`src/rtl/uart_rx.sv`:
```
// 8N1 UART receiver: two-flop synchronized line, start-edge detect, mid-bit
// sampling driven by a bit-period counter, registered data/valid/error outputs.
module uart_rx #(
   parameter int CLK_FREQUENCE = 125_000_000,
   parameter int BAUD_RATE     = 9600
) (
   input  logic       clk,
   input  logic       reset_n,
   input  logic       rx,
   output logic [7:0] rx_data,
   output logic       rx_valid,
   output logic       frame_err,
   output logic       rx_busy
);

   localparam int BPS_CNT  = CLK_FREQUENCE / BAUD_RATE - 1;
   localparam int HALF_CNT = BPS_CNT / 2;

   // Number of bits needed to hold the value (at least one).
   function automatic int cnt_width(input int value);
      int w;
      w = 1;
      for (int i = 1; i < 31; i++) begin
         if (value >= (32'sd1 <<< i)) begin
            w = i + 1;
         end
      end
      return w;
   endfunction

   localparam int             CW       = cnt_width(BPS_CNT);
   localparam logic [CW-1:0]  BPS_MAX  = CW'(BPS_CNT);
   localparam logic [CW-1:0]  HALF_MAX = CW'(HALF_CNT);
   localparam logic [CW-1:0]  CNT_ONE  = CW'(1);
   localparam logic [CW-1:0]  CNT_ZERO = CW'(0);

   typedef enum logic [1:0] {
      IDLE  = 2'd0,
      START = 2'd1,
      DATA  = 2'd2,
      STOP  = 2'd3
   } state_t;

   logic          sync1_r;
   logic          rx_s;
   logic          rx_d;
   state_t        state_r;
   state_t        state_nxt_s;
   logic [CW-1:0] count_r;
   logic [CW-1:0] count_nxt_s;
   logic [2:0]    bit_idx_r;
   logic [2:0]    bit_idx_nxt_s;
   logic [7:0]    shift_r;
   logic [7:0]    shift_nxt_s;
   logic [7:0]    data_nxt_s;
   logic          valid_nxt_s;
   logic          ferr_nxt_s;

   // Line synchronizer plus delayed copy for falling-edge detection.
   always_ff @(posedge clk or negedge reset_n) begin
      if (!reset_n) begin
         sync1_r <= 1'b1;
         rx_s    <= 1'b1;
         rx_d    <= 1'b1;
      end else begin
         sync1_r <= rx;
         rx_s    <= sync1_r;
         rx_d    <= rx_s;
      end
   end

   // Next-state and datapath decode.
   always_comb begin
      state_nxt_s   = state_r;
      count_nxt_s   = count_r;
      bit_idx_nxt_s = bit_idx_r;
      shift_nxt_s   = shift_r;
      data_nxt_s    = rx_data;
      valid_nxt_s   = 1'b0;
      ferr_nxt_s    = 1'b0;
      case (state_r)
         IDLE: begin
            count_nxt_s = CNT_ZERO;
            if (!rx_s && rx_d) begin
               state_nxt_s = START;
            end else begin
               state_nxt_s = IDLE;
            end
         end
         START: begin
            if (count_r == HALF_MAX) begin
               count_nxt_s   = CNT_ZERO;
               bit_idx_nxt_s = 3'd0;
               // A line that is high again at mid start bit was only a glitch.
               if (!rx_s) begin
                  state_nxt_s = DATA;
               end else begin
                  state_nxt_s = IDLE;
               end
            end else begin
               count_nxt_s = count_r + CNT_ONE;
            end
         end
         DATA: begin
            if (count_r == BPS_MAX) begin
               count_nxt_s            = CNT_ZERO;
               shift_nxt_s[bit_idx_r] = rx_s;
               if (bit_idx_r == 3'd7) begin
                  state_nxt_s = STOP;
               end else begin
                  bit_idx_nxt_s = bit_idx_r + 3'd1;
               end
            end else begin
               count_nxt_s = count_r + CNT_ONE;
            end
         end
         STOP: begin
            if (count_r == BPS_MAX) begin
               count_nxt_s = CNT_ZERO;
               state_nxt_s = IDLE;
               if (rx_s) begin
                  data_nxt_s  = shift_r;
                  valid_nxt_s = 1'b1;
               end else begin
                  ferr_nxt_s = 1'b1;
               end
            end else begin
               count_nxt_s = count_r + CNT_ONE;
            end
         end
         default: begin
            state_nxt_s = IDLE;
            count_nxt_s = CNT_ZERO;
         end
      endcase
   end

   // State, datapath and registered outputs.
   always_ff @(posedge clk or negedge reset_n) begin
      if (!reset_n) begin
         state_r   <= IDLE;
         count_r   <= CNT_ZERO;
         bit_idx_r <= 3'd0;
         shift_r   <= 8'h00;
         rx_data   <= 8'h00;
         rx_valid  <= 1'b0;
         frame_err <= 1'b0;
         rx_busy   <= 1'b0;
      end else begin
         state_r   <= state_nxt_s;
         count_r   <= count_nxt_s;
         bit_idx_r <= bit_idx_nxt_s;
         shift_r   <= shift_nxt_s;
         rx_data   <= data_nxt_s;
         rx_valid  <= valid_nxt_s;
         frame_err <= ferr_nxt_s;
         rx_busy   <= (state_nxt_s != IDLE);
      end
   end

endmodule

```
`config.mk`:
```
export PLATFORM = sky130hd
export DESIGN_NAME = uart_rx
export DESIGN_NICKNAME = d
export VERILOG_FILES = /design/src/rtl/uart_rx.sv
export SDC_FILE = /design/constraint.sdc
export NUM_CORES = 1
export LEC_CHECK = 0
export CORE_MARGIN = 1
export CORE_UTILIZATION = 54
export CTS_BUF_LIST = sky130_fd_sc_hd__clkbuf_16
export DETAILED_ROUTE_END_ITERATION = 8
export GPL_TIMING_DRIVEN = 0
export PLACE_DENSITY = 0.79
export SLEW_MARGIN = 20
export SYNTH_ARGS = -nofsm -noshare
export SYNTH_HDL_FRONTEND = slang
export SYNTH_SLANG_ARGS = --single-unit
```
`constraint.sdc`:
```
create_clock -name clk -period 2.35 [get_ports clk]
set_input_delay 0.3525 -clock clk [delete_from_list [all_inputs] [get_ports clk]]
set_output_delay 0.3525 -clock clk [all_outputs]
set_load 0.01 [all_outputs]
```
==> results.yml, run 1 <==
clock_network:
  clockRootBuffer: "clkbuf_16"
  post_cts_buffers: 0
  path_clk_slew_ns: 0.06
  postCtsHoldBufs: 0
  cts_sinks: 41
  cts_tree: "built"
  cts.repair.resized: 0
  cts_buffers: 5
  h-tree-depth: 2
  clock_path_buffers: 2
  insertion_delay_ns: 0.28
timing:
  fmax_mhz: 470
  worstMarginPinSlew_ns: 0.433
  final.min_clock_period_ns: 2.13
  drv_slew: 0
  hold-worst-slack_ns: -0.0105
  setup_violations: 0
  hold_viol_final: 13
  slew_headroom_pct: 71.1
  rsz0062_at_grt: "no"
  layout_worst_path_cycle_share_pct: 90.5
  finClkSkew_ns: 0.00668
  fin_tns_setup_ns: 0
power:
  comb_power_share_pct: 9.7
  swShare_pct: 26.3
  p_total_mw: 1.66
  switchingPower_uw: 436
  pwr-share-clk_pct: 40.2
  ir_drop_uv: 534
  p_leak_nw: 1.06
  pwr-share-seq_pct: 50.1
  p_per_area_nw_per_um2: 719
  intPower_mw: 1.22
cells_and_area:
  final_common_cell: "dfrtp_1"
  final_cell_mix: "dfrtp_1 (38), nor2_1 (21), nand3_1 (17)"
  drive_gt1_share_pct: 19.2
  syn_to_final_growth_pct: 18.3
  final_cells: 239
  num_antenna_cells: 0
  final_nets: 199
setup_path:
  r2r_end: "rx_data[1]"
  crit_fanout: 10
  r2r_cells: 5
  crit_arrival_ns: 2.29
  worstPathCellList: "ha_1, nand3_1, nand4b_4, nor2_4, mux2_2"
  r2r_slack_ns: 0.22
  rr_startpoint: "count_r[0]"
  cpPeakStageDelay_ns: 0.47
  critPathKind: "register to register"
  setup.worst_path.end_class: "register"
  critPathRequiredTime_ns: 2.51
  start_kind: "register"
  cp_slowest_cell: "dfrtp_1"
yosys:
  synthCells: 171
  synth.largest_area_cell: "dfrtp_1"
  synth_warnings: 0
  ys_seq_area_share_pct: 52.8
  netlist_area_um2: 1950
  avgSynthCellArea_um2: 11.4
  ys_ff_latch: 41
  synthDistinctLibCells: 34
  ys_top_cells_by_area: "dfrtp_1 (49%), mux2_2 (9.2%), nand3_1 (4.4%), dfstp_2 (4.0%), nor2_1 (4.0%)"
  netlist.area_leader.share_pct: 48.7
  synth_nets: 178
min_path:
  min-delay-path-class: "input pin to async pin"
grt:
  antenna_found_initial: 0
  grt_pass1_wl_mm: 6.41
  grt_max_degree: 26
  grt_usage_pct: 21.3
  grt_pass1_vias: 1406
  grt_overflow: 0
drt:
  drc_errors: 0
  firstDrtPassIters: 4
  routed_wirelength_mm: 3.71
  vias_per_cell: 5.93
  vias: 1418
  avgRoutedWirePerCell_um: 15.5
  initialDrtViolationCount: 79
  drtAntennaViolNets: 0
floorplanning:
  die_width_um: 62.1
  coreArea_um2: 3390
  boundaryPins: 14
  dieArea_um2: 3860
  die_h_um: 62.1
  initial_core_util_pct: 57.6
  rows: 21
run_status:
  status: "complete, but fails checks"
  violations: "negative hold slack"
place:
  dp.cells: 231
  gp_congestion: 0.874
  hpwl_mm: 2.56
  io_buffers: 13
job:
  drv_cap: 0
cell families after synthesis:
kind of cell | after synthesis | synth area share (%)
simple gates | 80 | 24.2
xor+xnor | 12 | 5.39
buf+inv | 10 | 2.31
fa+ha+maj | 4 | 2.56
flops | 41 | 52.8
compound gates | 8 | 3.53
mux | 16 | 9.23
power groups by stage:
stage | Combinational [mW] | Clock [mW] | Sequential (mW)
2_1_floorplan | 0.110 | 0 | 0.820
3_3_place_gp | 0.151 | 0 | 0.831
3_5_place_dp | 0.162 | 0 | 0.837
4_1_cts | 0.164 | 0.676 | 0.829
5_1_grt | 0.182 | 0.703 | 0.837
6_report | 0.161 | 0.667 | 0.831
per-layer routing:
layer  track usage, %  wire length (um)
met3             4.60               153
met1             27.9              1690
met4             9.88                70
met2             33.9              1800
met5                0                 0
layout make-up:
| class | instances | area, um^2 |
|---|---|---|
| buffer | 7 | 33.8 |
| sequential | 41 | 1030 |
| inverter | 3 | 11.3 |
| clock buffer | 5 | 125 |
| clock inverter | 3 | 22.5 |
| multi-input combinational | 120 | 877 |
| tap | 46 | 57.6 |
| timing repair buffer | 14 | 153 |
| fill | 250 | 1080 |
Yosys cell counts:
library cell  count
nand2_1           4
a21o_1            1
buf_4             2
a31oi_1           1
nand2b_1          2
mux2_2           16
nor2_1           21
a32oi_1           1
nand4b_4          1
a22oi_2           1
xor2_1            3
nor2_4            1
nand3b_1          1
or4_1             1
nand3_1          17
nor4_1            2
nor2b_1           5
buf_1             1
and3_1            3
and4b_1           3
nor4b_2           1
dfstp_2           3
ha_1              4
nand4_1           5
nor3_1            7
nand4b_1          2
and4bb_2          2
nor3b_1           2
xnor2_1           9
o221ai_1          3
a211oi_1          1
dfrtp_1          38
clkbuf_1          4
inv_1             3
worst max-delay path by stage:
stage	to	start	cells after the start	slack [ns]
floorplan	shift_r[3]	count_r[0]	5	0.54
global placement	rx_data[2]	reset_n	1	0.02
detailed placement	rx_data[1]	count_r[0]	5	0.27
CTS	rx_data[1]	count_r[0]	5	0.25
global route	shift_r[2]	count_r[0]	5	0.08
finish	rx_data[1]	count_r[0]	5	0.22
state kept, by name, summed over array words and instances, names as in the netlist:
name	flops
bit_idx_r	3
count_r	14
frame_err	1
rx_busy	1
rx_d	1
rx_data	8
rx_s	1
rx_valid	1
shift_r	8
state_r	2
sync1_r	1
critical path: cells and delay by family, from the launching register on:
kind | cells | cell delay [ns]
fa+ha+maj | 1 | 0.28
flops | 1 | 0.47
mux | 1 | 0.37
simple gates | 3 | 0.89
through the flow:
step | setup slack [ns] | cell area (um^2) | hold slack [ns] | utilization (%)
3_3_place_gp | 0.0156 | 2140 | 0.352 | 63.1
2_1_floorplan | 0.538 | 1950 | 0.0569 | -
4_1_cts | 0.246 | 2310 | 0.00109 | 68.1
5_1_grt | 0.0767 | 2310 | 0.0239 | 68.1
3_5_place_dp | 0.267 | 2160 | 0.303 | 63.8
6_report | 0.223 | 2310 | -0.0105 | 68.1
(Power assumes the default switching activity.)
==> run 2: changes to the inputs <==
--- a/config.mk
+++ b/config.mk
@@ -6,11 +6,11 @@
 export NUM_CORES = 1
 export LEC_CHECK = 0
 export CORE_MARGIN = 1
-export CORE_UTILIZATION = 54
+export CORE_UTILIZATION = 57
 export CTS_BUF_LIST = sky130_fd_sc_hd__clkbuf_16
 export DETAILED_ROUTE_END_ITERATION = 8
 export GPL_TIMING_DRIVEN = 0
-export PLACE_DENSITY = 0.79
+export PLACE_DENSITY = 0.83
 export SLEW_MARGIN = 20
 export SYNTH_ARGS = -nofsm -noshare
 export SYNTH_HDL_FRONTEND = slang
==> run 2 against run 1 <==
The flow now finishes without violations. Setup slack improved by 0.051 ns. Count of clock-buffer cells in the layout unchanged. Global-route usage rose by 2.5 points. Clock skew hardly changed. Sequential share of layout area fell by 0.76 points. Sequential cell count unchanged. Largest power group is now clock.
==> results.yml, run 2 (synthesis gave the netlist of run 1 again) <==
run_status:
  status: "finished, final reports clean"
job:
  drv_cap: 0
clock_network:
  cts_tree: "built"
  post_cts_buffers: 0
  postCtsHoldBufs: 0
  clock_path_buffers: 2
  path_clk_slew_ns: 0.06
  cts.repair.resized: 0
  cts_sinks: 41
  h-tree-depth: 2
  insertion_delay_ns: 0.28
  cts_buffers: 5
  clockRootBuffer: "clkbuf_16"
floorplanning:
  initial_core_util_pct: 61.9
  dieArea_um2: 3660
  die_width_um: 60.5
  boundaryPins: 14
  die_h_um: 60.5
  coreArea_um2: 3150
  rows: 20
setup_path:
  critPathKind: "register to register"
  crit_fanout: 10
  crit_arrival_ns: 2.24
  setup.worst_path.end_class: "register"
  start_kind: "register"
  critPathRequiredTime_ns: 2.52
timing:
  drv_slew: 0
  worstMarginPinSlew_ns: 0.435
  rsz0062_at_grt: "no"
  fmax_mhz: 482
  setup_violations: 0
  hold-worst-slack_ns: 0.00296
  fin_tns_setup_ns: 0
  final.min_clock_period_ns: 2.08
  hold_viol_final: 0
  slew_headroom_pct: 71.0
  layout_worst_path_cycle_share_pct: 88.4
  finClkSkew_ns: 0.00660
power:
  p_total_mw: 1.85
  ir_drop_uv: 636
  p_leak_nw: 1.08
  p_per_area_nw_per_um2: 788
min_path:
  min-delay-path-class: "input pin to async pin"
grt:
  grt_pass1_vias: 1379
  grt_usage_pct: 23.8
  antenna_found_initial: 0
  grt_max_degree: 25
  grt_overflow: 0
  grt_pass1_wl_mm: 6.17
place:
  io_buffers: 13
  hpwl_mm: 2.50
  dp.cells: 229
  gp_congestion: 0.874
cells_and_area:
  final_common_cell: "dfrtp_1"
  top_regs: "count_r x14, rx_data x8, shift_r x8"
  final_cell_mix: "dfrtp_1 (38), nor2_1 (21), nand3_1 (17)"
  drive_gt1_share_pct: 19.2
  final_nets: 199
  num_antenna_cells: 0
  top_register: "count_r"
  largest_reg_flops: 14
  final_cells: 237
  syn_to_final_growth_pct: 20.4
drt:
  avgRoutedWirePerCell_um: 15.4
  drc_errors: 0
  drtAntennaViolNets: 0
  firstDrtPassIters: 4
  vias: 1384
  routed_wirelength_mm: 3.65
  initialDrtViolationCount: 75
  vias_per_cell: 5.84
-- run 2: changes by cell type in the layout (fill, tap and decap cells not counted), sizes merged --
cell    change
bufinv      +2
clkinv      -2
-- run 2: final timing paths --
| check | from | to | slack [ns] | cells after the start |
|---|---|---|---|---|
| max | count_r[0] | rx_data[0] | 0.27 | 5 |
| min | reset_n | rx_busy | 0.003 | 1 |
| max reg2reg | count_r[0] | rx_data[0] | 0.27 | 5 |
| min reg2reg | sync1_r | rx_s | 0.36 | 0 |
| max in group asynchronous | reset_n | count_r[5] | 1.89 | 2 |
| min in group clk | sync1_r | rx_s | 0.36 | 0 |
-- run 2: cell type report --
class,instances,area (um^2)
Sequential cell,41,1030
Multi-Input combinational cell,120,877
Fill cell,223,803
Timing Repair Buffer,14,153
Clock buffer,5,125
Clock inverter,3,65.1
Tap cell,44,55.1
Buffer,7,33.8
Inverter,3,11.3
-- run 2: per-stage QoR --
step,setup WS [ns],util [%],cell area [um^2]
finish,0.274,74.5,2350
global route,0.142,74.5,2350
CTS,0.262,74.5,2350
detailed placement,0.280,68.5,2160
global placement,0.0127,67.8,2140
floorplan,0.538,-,1950
-- run 2: metal layers --
layer	global-route usage, %	up-vias	part of all wire (%)
met5	0	-	0
met4	12.7	0	2.1
met3	6.18	10	5.4
met2	39.2	45	50
met1	28.6	675	42
li1	-	654	-
-- run 2: where the power goes --
part / switching [mW] / leakage [nW] / internal (mW)
sequential: 0.0694 / 0.548 / 0.757
clock: 0.259 / 0.0938 / 0.606
combinational: 0.0885 / 0.434 / 0.0714
total: 0.417 / 1.08 / 1.43
-- run 2: worst max-delay path, stage by stage (launching register included) --
cell	delay, ns
dfrtp_1	0.45
ha_1	0.28
nand3_1	0.19
nand4b_4	0.33
nor2_4	0.33
mux2_2	0.38
==> run 3: changes to the inputs <==
--- a/config.mk
+++ b/config.mk
@@ -9,7 +9,6 @@
 export CORE_UTILIZATION = 57
 export CTS_BUF_LIST = sky130_fd_sc_hd__clkbuf_16
 export DETAILED_ROUTE_END_ITERATION = 8
-export GPL_TIMING_DRIVEN = 0
 export PLACE_DENSITY = 0.83
 export SLEW_MARGIN = 20
 export SYNTH_ARGS = -nofsm -noshare
==> run 3 against run 2 <==
Largest power group is now registers. First-iteration DRC count fell by 19%. Routed wire length fell by 5.0%. Critical path type unchanged. Critical endpoint is now shift_r[2]. Setup slack improved by 0.030 ns. Final cell count fell by 3.0%. Combinational power fell by 13%.
==> results.yml, run 3 (synthesis gave the netlist of run 1 again) <==
cells_and_area:
  seqCellArea_um2: 1030
  syn_to_final_growth_pct: 16.7
  final_cells: 230
  drive_gt1_share_pct: 18.8
  fin_area_um2: 2280
  multi_input_area_um2: 877
  num_antenna_cells: 0
  fin_util_pct: 72.2
  fillers: 232
  largest_reg_flops: 14
  final_cell_mix: "dfrtp_1 (38), nor2_1 (21), nand3_1 (17)"
  top_register: "count_r"
  final_nets: 192
  top_regs: "count_r x14, rx_data x8, shift_r x8"
  final_common_cell: "dfrtp_1"
drt:
  drc_errors: 0
  vias: 1332
  initialDrtViolationCount: 61
  vias_per_cell: 5.79
  routed_wirelength_mm: 3.47
  drtAntennaViolNets: 0
  avgRoutedWirePerCell_um: 15.1
  firstDrtPassIters: 4
power:
  comb_power_share_pct: 8.0
  pwr-share-clk_pct: 44.4
  intPower_mw: 1.32
  swShare_pct: 24.3
  ir_drop_uv: 481
  switchingPower_uw: 425
  pwr-share-seq_pct: 47.6
  p_per_area_nw_per_um2: 768
  p_leak_nw: 1.04
  p_total_mw: 1.75
floorplanning:
  dieArea_um2: 3660
  boundaryPins: 14
  rows: 20
  die_h_um: 60.5
  initial_core_util_pct: 61.9
  die_width_um: 60.5
  coreArea_um2: 3150
run_status:
  status: "finished, final reports clean"
grt:
  grt_max_degree: 42
  grt_usage_pct: 22.0
  grt_pass1_wl_mm: 5.74
  grt_pass1_vias: 1336
  grt_overflow: 0
  antenna_found_initial: 0
timing:
  final.min_clock_period_ns: 2.05
  hold-worst-slack_ns: 0.186
  setup_violations: 0
  worstMarginPinSlew_ns: 0.869
  fin_tns_setup_ns: 0
  layout_worst_path_cycle_share_pct: 87.1
  drv_slew: 0
  rsz0062_at_grt: "no"
  slew_headroom_pct: 42.1
  hold_viol_final: 0
  finalWorstSetupSlack_ns: 0.304
  finClkSkew_ns: 0.00445
  fmax_mhz: 489
clock_network:
  h-tree-depth: 2
  cts_tree: "built"
  cts_sinks: 41
  insertion_delay_ns: 0.28
  cts_buffers: 5
  path_clk_slew_ns: 0.06
  cts.repair.resized: 0
  clock_path_buffers: 2
  post_cts_buffers: 0
  postCtsHoldBufs: 0
  clockRootBuffer: "clkbuf_16"
min_path:
  min-delay-path-class: "input pin to async pin"
setup_path:
  start_kind: "register"
  setup.worst_path.end_class: "register"
  crit_arrival_ns: 2.22
  critPathRequiredTime_ns: 2.52
  critPathKind: "register to register"
  crit_fanout: 10
place:
  dpl_cell_area_um2: 2110
  gp_congestion: 0.909
  dp.cells: 222
  pre_cts_ws_ns: 0.315
  io_buffers: 13
  hpwl_mm: 2.39
job:
  drv_cap: 0
-- run 3: cell count changes in the layout (fill, tap and decap cells not counted) --
cell	delta
buf_1	-1
buf_16	-1
buf_4	-1
bufinv_16	-1
clkbuf_1	-4
clkinv_2	-1
clkinv_4	+1
clkinvlp_4	+1
-- run 3: layout make-up --
class	instances	area share, %
Sequential cell	41	45.2
Timing Repair Buffer	14	5.82
Tap cell	44	2.42
Clock inverter	3	2.03
Multi-Input combinational cell	120	38.5
Clock buffer	5	5.49
Inverter	3	0.495
-- run 3: path summary, 6_finish.rpt --
kind,start,slack (ns),cells past startpoint,end
max in group asynchronous,reset_n,1.62,1,count_r[11]
min in group clk,sync1_r,0.36,0,rx_s
worst min register to register,sync1_r,0.36,0,rx_s
worst min-delay path,reset_n,0.19,1,rx_busy
worst max register to register,count_r[0],0.30,5,shift_r[2]
worst max-delay path,count_r[0],0.30,5,shift_r[2]
-- run 3: power by group through the flow --
stage          logic (mW)  clock network [mW]  registers [mW]
2_1_floorplan       0.110                   0           0.820
3_3_place_gp        0.139                   0           0.836
3_5_place_dp        0.142                   0           0.843
4_1_cts             0.143               0.789           0.831
5_1_grt             0.166               0.812           0.840
6_report            0.140               0.776           0.833
-- run 3: layer usage --
metal	GRT usage (%)	up-vias	part of all wire, %	wire, um
met3	6.61	6	3.1	106
met1	23.5	672	42	1470
met2	39.9	17	53	1830
li1	-	637	-	-
met5	0	-	0	0
met4	10.1	0	1.7	59
-- run 3: worst max-delay path, cell delays in order, from the launching register on --
cell	delay (ns)
dfrtp_1	0.46
ha_1	0.26
nand3_1	0.18
nand4b_4	0.32
nor4_1	0.33
mux2_2	0.38
